## config.mk

```make
export PLATFORM = sky130hd
export DESIGN_NAME = neuron_body
export DESIGN_NICKNAME = d
export VERILOG_FILES = /design/src/rtl/neuron_pkg.sv /design/src/rtl/popcount.sv /design/src/rtl/neuron_body.sv
export SDC_FILE = /design/constraint.sdc
export NUM_CORES = 1
export LEC_CHECK = 0
export BUFFER_PORTS_ARGS = -buffer_cell sky130_fd_sc_hd__clkbuf_2
export CAP_MARGIN = 20
export CORE_MARGIN = 5
export CORE_UTILIZATION = 56
export CTS_CLUSTER_SIZE = 20
export DETAILED_ROUTE_END_ITERATION = 16
export PLACE_DENSITY = 0.78
export SLEW_MARGIN = 20
export SYNTH_ARGS = -nofsm -noshare
export SYNTH_HDL_FRONTEND = slang
export SYNTH_HIERARCHICAL = 1
export SYNTH_SLANG_ARGS = --single-unit
export TNS_END_PERCENT = 30
```

## constraint.sdc

```tcl
create_clock -name clk -period 5.2 [get_ports clk]
set_input_delay 1.3 -clock clk [delete_from_list [all_inputs] [get_ports clk]]
set_output_delay 1.3 -clock clk [all_outputs]
set_load 0.01 [all_outputs]
```

## src/rtl/neuron_pkg.sv

```systemverilog
// +--------------------------------------------------------------------------+
// | neuron_pkg : shared state encoding and default sizing for neuron_body    |
// | Revision   : 1.0                                                         |
// +--------------------------------------------------------------------------+
`default_nettype none

package neuron_pkg;

  localparam int WINDOW_DEF = 16;
  localparam int ACC_W_DEF  = 8;

  typedef enum logic [1:0] {
    IDLE      = 2'd0,
    INTEGRATE = 2'd1,
    DONE      = 2'd2
  } state_e;

endpackage

`default_nettype wire

```

## src/rtl/popcount.sv

```systemverilog
// +--------------------------------------------------------------------------+
// | popcount : combinational count of set bits in a vector                   |
// | Revision : 1.0                                                           |
// +--------------------------------------------------------------------------+
`default_nettype none

module popcount
  import neuron_pkg::*;
#(
  parameter int WIDTH = 4,
  parameter int CNT_W = $clog2(WIDTH + 1)
) (
  input  logic [WIDTH-1:0] in_bits,
  output logic [CNT_W-1:0] count
);

  always_comb begin
    count = '0;
    for (int i = 0; i < WIDTH; i++) begin
      count = count + CNT_W'(in_bits[i]);
    end
  end

endmodule

`default_nettype wire

```

## src/rtl/neuron_body.sv

```systemverilog
// +--------------------------------------------------------------------------+
// | neuron_body : windowed integrate-and-fire neuron, one spike per window.  |
// |               Optional leak when NEURON_BODY_LEAK_EN is defined.         |
// | Revision    : 1.0                                                        |
// +--------------------------------------------------------------------------+
`default_nettype none

module neuron_body
  import neuron_pkg::*;
#(
  parameter int N_INPUTS = 4,
  parameter int WINDOW   = WINDOW_DEF,
  parameter int ACC_W    = ACC_W_DEF
) (
  input  logic                clk,
  input  logic                reset_n,
  input  logic                in_rdy,
  input  logic [N_INPUTS-1:0] prod_in,
  input  logic [ACC_W-1:0]    threshold,
  output logic                out,
  output logic [3:0]          out_time,
  output logic                fired,
  output logic                done
);

  localparam int           CNT_W    = $clog2(N_INPUTS + 1);
  localparam logic [3:0]   LAST_CYC = 4'(WINDOW - 1);
  localparam logic [ACC_W:0] ACC_MAX = {1'b0, {ACC_W{1'b1}}};

  state_e           state_q, state_d;
  logic [ACC_W-1:0] acc_q, acc_d;
  logic [3:0]       cyc_q, cyc_d;
  logic [ACC_W-1:0] thr_q, thr_d;
  logic             out_q, out_d;
  logic             fired_q, fired_d;
  logic [3:0]       out_time_q, out_time_d;

  logic [CNT_W-1:0] pop_cnt;
  logic [ACC_W:0]   acc_sum;
  logic [ACC_W-1:0] acc_upd;

  popcount #(
    .WIDTH (N_INPUTS),
    .CNT_W (CNT_W)
  ) u_popcount (
    .in_bits (prod_in),
    .count   (pop_cnt)
  );

  // One extra bit of headroom lets the saturation test see the carry.
  always_comb begin
    acc_sum = {1'b0, acc_q} + (ACC_W + 1)'(pop_cnt);
    acc_upd = (acc_sum > ACC_MAX) ? ACC_MAX[ACC_W-1:0] : acc_sum[ACC_W-1:0];
`ifdef NEURON_BODY_LEAK_EN
    if (pop_cnt == '0) begin
      acc_upd = (acc_q == '0) ? '0 : acc_q - ACC_W'(1);
    end
`endif
  end

  always_comb begin
    state_d    = state_q;
    acc_d      = acc_q;
    cyc_d      = cyc_q;
    thr_d      = thr_q;
    out_d      = 1'b0;
    fired_d    = fired_q;
    out_time_d = out_time_q;
    case (state_q)
      IDLE: begin
        if (in_rdy) begin
          state_d    = INTEGRATE;
          acc_d      = '0;
          cyc_d      = '0;
          thr_d      = threshold;
          fired_d    = 1'b0;
          out_time_d = LAST_CYC;
        end
      end
      INTEGRATE: begin
        acc_d = acc_upd;
        // fired_q doubles as the once-per-window lockout.
        if (!fired_q && (acc_upd >= thr_q)) begin
          out_d      = 1'b1;
          fired_d    = 1'b1;
          out_time_d = cyc_q;
        end
        if (cyc_q == LAST_CYC) begin
          state_d = DONE;
        end else begin
          cyc_d = cyc_q + 4'd1;
        end
      end
      DONE: begin
        state_d = IDLE;
      end
      default: begin
        state_d = IDLE;
      end
    endcase
  end

  always_ff @(posedge clk) begin
    if (!reset_n) begin
      state_q    <= IDLE;
      acc_q      <= '0;
      cyc_q      <= '0;
      thr_q      <= '0;
      out_q      <= 1'b0;
      fired_q    <= 1'b0;
      out_time_q <= '0;
    end else begin
      state_q    <= state_d;
      acc_q      <= acc_d;
      cyc_q      <= cyc_d;
      thr_q      <= thr_d;
      out_q      <= out_d;
      fired_q    <= fired_d;
      out_time_q <= out_time_d;
    end
  end

  assign out      = out_q;
  assign fired    = fired_q;
  assign out_time = out_time_q;
  assign done     = (state_q == DONE);

endmodule

`default_nettype wire

```

==> metrics <==
status=completed; CTS Buffer Depth=2; Pre-antenna DRT Iters=4; DIE WIDTH=approximately 64 µm; max layer used=met4; IO Count=22; initial DRC count=55; CP max stage delay=530 ps; Syn Std Cell Area=about 0.0016 mm²; H-tree Lvls=1; DRC violation count after routing=0; Pins Over Slew Limit=0; Setup-failing EPs final=0; overall routed net length=between 3 and 4 mm; cell taking the most area after synthesis=dfxtp_1; M1 wire length=between 1 and 1.5 mm; Synth Area per Inst=between 8 and 9 µm²; fillers=237; gpl congestion=0.841; hold_sp=acc_q[0]; Worst setup SP type=primary input; pre-CTS setup slack=roughly 210 ps; RR Endpoint=out_time[1]; Tot Pwr=between 400 and 500 µW; Ys Warns=6; ys flop type=dfxtp_1; antenna cells=0; vias in the first global route=roughly 1300; reg2reg setup slack=around 2200 ps; Core Util, Final=a little under two thirds; Row Count=19; Post-Syn Nets=220; Clock Sink Count=28; # placed instances=~240; largest net degree at the start of global routing=25; worst hold path class=reg -> reg; first-pass GRT wire length=about 5.7 mm; Tot GR Track Use=between 10% and 20%; Hold Path End=acc_q[0]; fin nets=241; die height=about 64 µm; CP Capture Type=flip-flop; HPWL Detailed=approximately 2.5 mm; Final Hold Fails=0; starting density of the core=around three fifths; initial antenna violation count=0; area delta synth->final=8.21%; sequential area share after synthesis=34.4%; Post-Route Setup TNS=0 ps; via count=1286; count leader, synth=nand2_1; hold_buf cts=0; Async SR Flop Fraction=0%; Final period util=89.5%; per-cell routed wire length=around 13 µm; Root Driver=clkbuf_4; DP Area=between 0.0015 and 0.002 mm²; power per standard cell area=~240 mW/mm²; main area contributors after synthesis=dfxtp_1 34%, ha_1 11%, nand2_1 8.3%; synthesized flop and latch total=28; Tightest Pin Transition=slightly below 800 ps; Buffers on Ports=21; Finished Layout Cells=between 200 and 250; Final Skew=between 4 and 5 ps; slew margin rel.=a little under half; layout cells sized above 1=19.2%; maximum vdd drop=0.000184 V; RSZ-0062 raised after global routing=no; Clk Latency, worst-skew pair=around 320 ps; routed wl met2=around 1.5 mm; crit path DAT=between 4000 and 5000 ps; Cells after Synth=189; Register-to-Register Path Depth=14; Fmax=~0.21 GHz; Crit Path Category=in -> reg; met3 WL post-DR=~110 µm; number of flops mapped to enable cells by yosys=0; fin worst setup slack=~540 ps; Hold Path Depth=2; Leak Pwr=0.805 nW; clock transition at the registers of the reported paths=~140 ps; Antenna Violating Nets Remaining=0; Req. time, crit path=5460 ps; post-cts resize count=0; CP max FO=5; CP Cell Sequence=clkbuf_2, inv_1, fa_1, inv_1, ha_1, ha_1, inv_1, fa_1, nor2b_2, o2111a_2, nand2_1, nor2_1, nor2_1, ha_1, a21o_1, a221oi_1, o31ai_1, nand2_2, mux2i_1; DR vias/cell=between 5 and 6; CTS tree=yes; synth cell count leaders=36 x nand2_1, 28 x dfxtp_1, 15 x inv_1, 14 x ha_1, 13 x o21ai_0; Slowest-stage cell, CP=fa_1; distinct cell type count after synthesis=between 40 and 50; Die ar.=0.00409 mm²; # Post-CTS Setup Buffers=0; CTS Buf Count=3; Design Area, Final=approximately 0.0018 mm²; number of max-cap violations=0; Worst R2R Start=acc_q[0]; Overflow after GRT=0; core area=~0.0028 mm²; post-route minimum period=~4700 ps; worst hold slack=~480 ps; share of the synthesized area in the top cell type=between 30% and 40%
state kept, by name (all words and copies together), names as in the netlist:
name / flops
out: 1
fired: 1
thr_q: 8
cyc_q: 4
acc_q: 8
out_time: 4
state_q: 2
per-layer routing:
| layer | up-vias | track usage, % |
|---|---|---|
| met4 | 0 | 6.49 |
| met2 | 19 | 27.6 |
| met5 | - | 0 |
| met1 | 573 | 21.4 |
| met3 | 6 | 3.15 |
| li1 | 688 | - |
placed cells by master, fill, tap and decap left out, types with 2 or more instances in the layout:
master    instances
nor2b_1           2
and2_1            2
nand2_1          36
o21ai_0          13
a21oi_2           2
ha_1             14
fa_1              2
o31ai_1           3
a21o_1            4
nor2_2            2
nor2b_2           2
xor2_1            2
nor2_1           10
clkbuf_2         21
a21boi_0         10
clkbuf_4          3
a22o_1            5
inv_1            15
dfxtp_1          28
nand2_2           2
mux2i_1           4
nand3_1           2
cells by family (layout without fill, tap and decap cells):
kind of cell / after synthesis / after routing / share of synthesized area (%)
flops: 28 / 28 / 34.4
buf+inv: 21 / 40 / 5.90
xor+xnor: 3 / 3 / 1.61
simple gates: 71 / 71 / 22.1
fa+ha+maj: 16 / 16 / 13.2
mux: 4 / 4 / 2.45
compound gates: 46 / 46 / 20.4
area by class of cell:
cell class	instances	area (µm²)	area share, %
Tap cell	31	38.8	2.20
Multi-Input combinational cell	140	975	55.2
Sequential cell	28	561	31.8
Inverter	15	56.3	3.19
Timing Repair Buffer	22	113	6.38
Clock buffer	3	22.5	1.28
worst max path at each step:
stage	from	to	slack, ps	depth (start not counted)
floorplan	prod_in[0]	out_time[0]	550	18
global placement	prod_in[0]	out_time[1]	310	19
detailed placement	prod_in[0]	out_time[1]	210	19
CTS	prod_in[0]	out_time[1]	550	19
global route	prod_in[0]	fired	250	19
finish	prod_in[0]	out_time[1]	540	19
power breakdown:
part,switching [mW],total [mW],internal (mW),leakage (nW)
combinational,0.0531,0.0958,0.0427,0.562
sequential,0.00818,0.235,0.227,0.229
clock,0.0586,0.0857,0.0271,0.0138
worst max-delay path, delay by kind of cell:
family / cells / cell delay, ps
fa+ha+maj: 5 / 1680
compound gates: 4 / 880
simple gates: 5 / 620
buf+inv: 4 / 230
mux: 1 / 210
Power figures use the tool's default switching activity.
